<file path="src/rtl/retire_multi_pkg.sv">
// retire_multi_pkg: shared retire-stage types (package sys_defs)
package sys_defs;
    localparam int RT_WIDTH_DEF  = 2;
    localparam int XLEN_DEF      = 32;
    localparam int REG_IDX_W_DEF = 5;

    typedef enum logic [1:0] {RT_RUN, RT_FLUSH, RT_HALTED} RT_STATE;

    typedef struct packed {
        logic                     valid;
        logic                     complete;
        logic [REG_IDX_W_DEF-1:0] r;
        logic [XLEN_DEF-1:0]      V;
        logic                     mispred;
        logic [XLEN_DEF-1:0]      target;
        logic                     halt;
    } RT_SLOT;

    typedef RT_SLOT [RT_WIDTH_DEF-1:0] ROB_RT_MULTI_PACKET;
endpackage

</file>
<file path="src/rtl/retire_multi_select.sv">
// rt_select: in-order retire mask, pop count and same-cycle WAW write-enable masking
module rt_select
    import sys_defs::*;
#(
    parameter int RT_WIDTH  = RT_WIDTH_DEF,
    parameter int REG_IDX_W = REG_IDX_W_DEF,
    parameter int PCW       = $clog2(RT_WIDTH + 1)
) (
    input  logic                          run,
    input  logic [RT_WIDTH-1:0]           valid,
    input  logic [RT_WIDTH-1:0]           complete,
    input  logic [RT_WIDTH-1:0]           mispred,
    input  logic [RT_WIDTH-1:0]           halt,
    input  logic [RT_WIDTH*REG_IDX_W-1:0] r,
    output logic [RT_WIDTH-1:0]           retire,
    output logic [RT_WIDTH-1:0]           en,
    output logic [PCW-1:0]                pop
);
    logic ok;

    // prefix chain: a slot retires only if every older slot retired and did not end the window
    always_comb begin
        ok     = run;
        retire = '0;
        en     = '0;
        pop    = '0;
        for (int i = 0; i < RT_WIDTH; i++) begin
            retire[i] = ok & valid[i] & complete[i];
            ok        = retire[i] & ~mispred[i] & ~halt[i];
            pop       = pop + PCW'(retire[i]);
        end
        for (int i = 0; i < RT_WIDTH; i++) begin
            en[i] = retire[i] && (r[i*REG_IDX_W +: REG_IDX_W] != '0);
            for (int j = i + 1; j < RT_WIDTH; j++)
                if (retire[j] && r[j*REG_IDX_W +: REG_IDX_W] == r[i*REG_IDX_W +: REG_IDX_W]) en[i] = 1'b0;
        end
    end
endmodule

</file>
<file path="src/rtl/retire_multi.sv">
// retire_multi: superscalar in-order retire stage; RETIRE_PERF_CNT_EN adds retire/flush counters
module retire_multi
    import sys_defs::*;
#(
    parameter int RT_WIDTH  = RT_WIDTH_DEF,
    parameter int XLEN      = XLEN_DEF,
    parameter int REG_IDX_W = REG_IDX_W_DEF
) (
    input  logic                              clock,
    input  logic                              reset,
    input  logic [RT_WIDTH-1:0]               head_valid,
    input  logic [RT_WIDTH-1:0]               head_complete,
    input  logic [RT_WIDTH*REG_IDX_W-1:0]     head_r,
    input  logic [RT_WIDTH*XLEN-1:0]          head_V,
    input  logic [RT_WIDTH-1:0]               head_mispred,
    input  logic [RT_WIDTH*XLEN-1:0]          head_target,
    input  logic [RT_WIDTH-1:0]               head_halt,
    input  logic                              rob_empty,
    output logic [$clog2(RT_WIDTH+1)-1:0]     rt_pop_cnt,
    output logic [RT_WIDTH-1:0]               wb_regfile_en,
    output logic [RT_WIDTH*REG_IDX_W-1:0]     wb_regfile_idx,
    output logic [RT_WIDTH*XLEN-1:0]          wb_regfile_data,
    output logic                              flush,
    output logic [XLEN-1:0]                   redirect_pc,
`ifdef RETIRE_PERF_CNT_EN
    output logic [63:0]                       perf_retired,
    output logic [63:0]                       perf_flushes,
`endif
    output logic                              halted
);
    localparam int PCW = $clog2(RT_WIDTH + 1);

    RT_STATE             state, state_next;
    logic [RT_WIDTH-1:0] retire, en;
    logic [XLEN-1:0]     target;
    logic                take_mis, take_halt;

    rt_select #(.RT_WIDTH(RT_WIDTH), .REG_IDX_W(REG_IDX_W), .PCW(PCW)) u_sel (
        .run      (state == RT_RUN),
        .valid    (head_valid),
        .complete (head_complete),
        .mispred  (head_mispred),
        .halt     (head_halt),
        .r        (head_r),
        .retire   (retire),
        .en       (en),
        .pop      (rt_pop_cnt)
    );

    // halt outranks mispredict when the same slot carries both
    assign take_halt = |(retire & head_halt);
    assign take_mis  = |(retire & head_mispred) & ~take_halt;
    assign flush     = state == RT_FLUSH;
    assign halted    = state == RT_HALTED;

    // redirect target of the retiring mispredicted slot (at most one can retire)
    always_comb begin
        target = '0;
        for (int i = 0; i < RT_WIDTH; i++)
            if (retire[i] && head_mispred[i]) target = head_target[i*XLEN +: XLEN];
    end

    // next state: FLUSH retires nothing so it always falls back to RUN; HALTED is sticky
    always_comb begin
        state_next = state;
        state_next = (state == RT_HALTED || take_halt) ? RT_HALTED : take_mis ? RT_FLUSH : RT_RUN;
    end

    // state register
    always_ff @(posedge clock or posedge reset) begin
        if (reset) state <= RT_RUN;
        else       state <= state_next;
    end

    // writeback and redirect registers; idx/data hold for slots that do not retire
    always_ff @(posedge clock or posedge reset) begin
        if (reset) begin
            wb_regfile_en   <= '0;
            wb_regfile_idx  <= '0;
            wb_regfile_data <= '0;
            redirect_pc     <= '0;
        end else begin
            wb_regfile_en <= en;
            for (int i = 0; i < RT_WIDTH; i++) begin
                if (retire[i]) begin
                    wb_regfile_idx[i*REG_IDX_W +: REG_IDX_W] <= head_r[i*REG_IDX_W +: REG_IDX_W];
                    wb_regfile_data[i*XLEN +: XLEN]          <= head_V[i*XLEN +: XLEN];
                end
            end
            if (take_mis) redirect_pc <= target;
        end
    end

`ifdef RETIRE_PERF_CNT_EN
    // free-running performance counters, wrapping at 2^64
    always_ff @(posedge clock or posedge reset) begin
        if (reset) begin
            perf_retired <= '0;
            perf_flushes <= '0;
        end else begin
            perf_retired <= perf_retired + 64'(rt_pop_cnt);
            perf_flushes <= perf_flushes + 64'(take_mis);
        end
    end
`endif

    a_empty_no_valid: assert property (@(posedge clock) disable iff (reset) rob_empty |-> head_valid == '0);
endmodule

</file>
<file path="config.mk">
export PLATFORM = sky130hd
export DESIGN_NAME = retire_multi
export DESIGN_NICKNAME = d
export VERILOG_FILES = /design/src/rtl/retire_multi_pkg.sv /design/src/rtl/retire_multi_select.sv /design/src/rtl/retire_multi.sv
export SDC_FILE = /design/constraint.sdc
export NUM_CORES = 1
export LEC_CHECK = 0
export ABC_AREA = 1
export CORE_ASPECT_RATIO = 0.7
export CORE_MARGIN = 1.5
export CORE_UTILIZATION = 39
export CTS_CLUSTER_SIZE = 14
export DETAILED_ROUTE_END_ITERATION = 8
export HOLD_SLACK_MARGIN = 0.12
export PLACE_DENSITY_LB_ADDON = 0.3
export SETUP_SLACK_MARGIN = 0.4
export SLEW_MARGIN = 20
export SYNTH_ARGS = -nofsm -noshare
export SYNTH_HDL_FRONTEND = slang
export SYNTH_SLANG_ARGS = --single-unit
</file>
<file path="constraint.sdc">
create_clock -name clock -period 4.4 [get_ports clock]
set_input_delay 0.88 -clock clock [delete_from_list [all_inputs] [get_ports clock]]
set_output_delay 0.88 -clock clock [all_outputs]
set_load 0.02 [all_outputs]
</file>
==> impl_results.md <==
- Yosys warnings: 0
- Highest-delay cell along the critical path: clkdlybuf4s50_1
- Post-synthesis instance area: 0.004773 mm^2
- Worst-Skew Late Latency: approximately 0.35 ns
- CP peak stage delay: around 0.53 ns
- Worst-margin pin slew: between 0.7 and 0.8 ns
- Drt first pass iters: 5
- Synth-to-Final Area Change: 63.30%
- Largest net degree at the start of global routing: 70
- Final period util: about 78%
- Post-Syn Instances: 602
- Post-route minimum period: between 3 and 4 ns
- Starting density of the core: about 40%
- Final hold viol count: 0
- Worst min-delay path class: register to register
- Post-route insts no fill: just over 1,000
- Area of the core: approximately 0.012 mm^2
- Final setup TNS: 0 ns
- Status: finished clean
- Routed WL: 14,730 um
- Commonest non-fill, non-tap cell in the layout: nand2_1
- First-pass GRT wire length: around 23,000 um
- Crit Path Class: primary input to primary output
- Initial antenna violation count: 0
- Maximum clock rate: roughly 0.3 GHz
- Dpl cell area: 0.007490 mm^2
- Die ar.: about 0.013 mm^2
- Total number of vias: between 4,000 and 5,000
- Post-CTS setup buffers: 0
- Routed vias/inst: about 4.8
- Cell mode on critical path: clkdlybuf4s50_1
- # setup viols final: 0
- Initial DRC count: 233
- Fin Hold WS: about 0.47 ns
- Port Buffers: between 200 and 300
- CP cell instances: clkdlybuf4s50_1, nand2_1, inv_1, nand2_4, nor2_4, ha_1, clkdlybuf4s50_1
- Max Cap Viol: 0
- Area of the multi-input gates: ~0.0018 mm^2
- Number of global-route vias before repair: 4,616
- CTS Hold Bufs: 0
- Chip height: about 96 um
- FF+latch area: 0.002753 mm^2
- Buf/Inv on CP: 3
- FILL cells: 942
- RSZ-0062 raised after global routing: no
- Placed insts: ~1,000
- Startpoint types: primary input
- Max_slew headroom: 52.63%
- CTS Root Cell: clkbuf_16
- CTS tree: built
- Sequential share of the synthesized area: 57.67%
- WP data arrival: about 2.6 ns
- Post-Syn Area per Cell: 7.929 um^2
- Fin nets: between 900 and 1,000
- DR DRC count: 0
- Post-CTS Resized: 0
- Sink Count: 110
- Post-Syn Nets: 752
- Peak VDD IR: approximately 0.18 mV
- Yosys cell types: 20
- Remaining Overflow, GRT: 0
- DRT antenna net count: 0
- Clk_skew: 0.007040 ns
- Max Fanout on Critical Path: 17
- Die Width: about 140 um
- RePlAce Congestion: approximately 0.86
- Cell Pwr Density: around 260 mW/mm^2
- H-tree depth: 3
- Num rows: 33
- Antenna diodes: 0
- Required @ worst endpoint: 3.52 ns
- Clock transition at path regs: roughly 0.070 ns
- Cell area after layout: slightly below 0.008 mm^2
- Routed length per instance: approximately 15 um
- Worst setup EP type: primary output
- Hpwl dp: about 11,000 um
- Final slew viol count: 0
- I/O pin count: roughly 260
- Crit-path leading delay family: buffers and inverters
- Inserted Clock Buffers: 9
- Most frequent cells in the layout: nand2_1, clkdlybuf4s50_1, dfrtp_1
- Cell leakage power: 3.952 nW
- Layout cell share with drive strength beyond 1: ~4.1%
- Synthesized flop and latch total: 110
- CTS Buffer Depth: 2
- Gr usage total: a little under a quarter
## metal layers
metal / up-vias / track usage [%] / wire length [um]
li1: 2337 / - / -
met1: 2260 / 28.23 / 6153
met2: 207 / 40.69 / 7138
met3: 17 / 5.954 / 1181
met4: 0 / 7.975 / 258
met5: - / 0 / 0
## layout make-up
cell class,instances,share of cell area (%)
multi-input cells,441,23.21
clock buffers,10,2.937
clock inverters,6,0.9791
well taps,157,2.520
flip-flops and latches,110,35.31
inverters,17,0.8507
repair buffers,267,34.19
## cell usage after synthesis (all sizes together)
cell    number  share of area (%)
a31oi        1               0.13
buf         22                2.1
clkbuf      12               0.94
dfrtp      110                 58
ha           1               0.26
inv         17                1.3
nand2      351                 28
nand3       66                6.9
nand4        2               0.26
nor2         7               0.81
nor3         2               0.21
o21ai        8               0.84
xnor2        3               0.55
## cells by family (layout without fill, tap and decap cells)
group | count (synthesis) | after routing | share of synthesized area (%)
buffers and inverters | 51 | 300 | 4.430
DFF | 110 | 110 | 57.67
and+or+nand+nor | 428 | 428 | 36.12
AOI/OAI and AO/OA | 9 | 9 | 0.9700
xor gates and xnor gates | 3 | 3 | 0.5506
adders and majority gates | 1 | 1 | 0.2621
## report_power, final
part / total [mW] / switching [mW] / internal, mW
Combinational: 0.173 / 0.0533 / 0.120
Clock: 0.839 / 0.386 / 0.452
Sequential: 1.01 / 0 / 1.01
Total: 2.02 / 0.440 / 1.58
## final timing paths
| path | from | endpoint | slack (ns) | cells past startpoint |
|---|---|---|---|---|
| max reg2reg | state[1] | redirect_pc[5] | 1.89 | 9 |
| min reg2reg | wb_regfile_data[54] | wb_regfile_data[54] | 0.47 | 2 |
| max in group asynchronous | reset | wb_regfile_data[14] | 2.65 | 3 |
| min | wb_regfile_data[54] | wb_regfile_data[54] | 0.47 | 2 |
| min in group asynchronous | reset | wb_regfile_data[13] | 0.99 | 2 |
| max | head_valid[0] | rt_pop_cnt[0] | 0.97 | 7 |
## metrics by stage
step | utilization [%] | worst slack (ns) | power, mW
after global routing | 66.01 | 0.8641 | 2.100
after floorplan | - | 0.6177 | 1.058
after detailed placement | 63.42 | 0.9575 | 1.204
after CTS | 66.01 | 0.9554 | 2.049
after global placement | 63.42 | 0.9779 | 1.201
final | 66.01 | 0.9719 | 2.022
## flip-flops by register name (all words and copies together), names as in the netlist
register / flops
wb_regfile_data: 64
redirect_pc: 32
wb_regfile_idx: 10
state: 2
wb_regfile_en: 2
## worst register-to-register path, delay by kind of cell (launching register included)
kind                   cells  cell delay, ns
AND/OR/NAND/NOR            8            1.43
flip-flops                 1            0.41
buffers and inverters      1            0.55
Note: power is estimated with default switching activity, not from simulation.
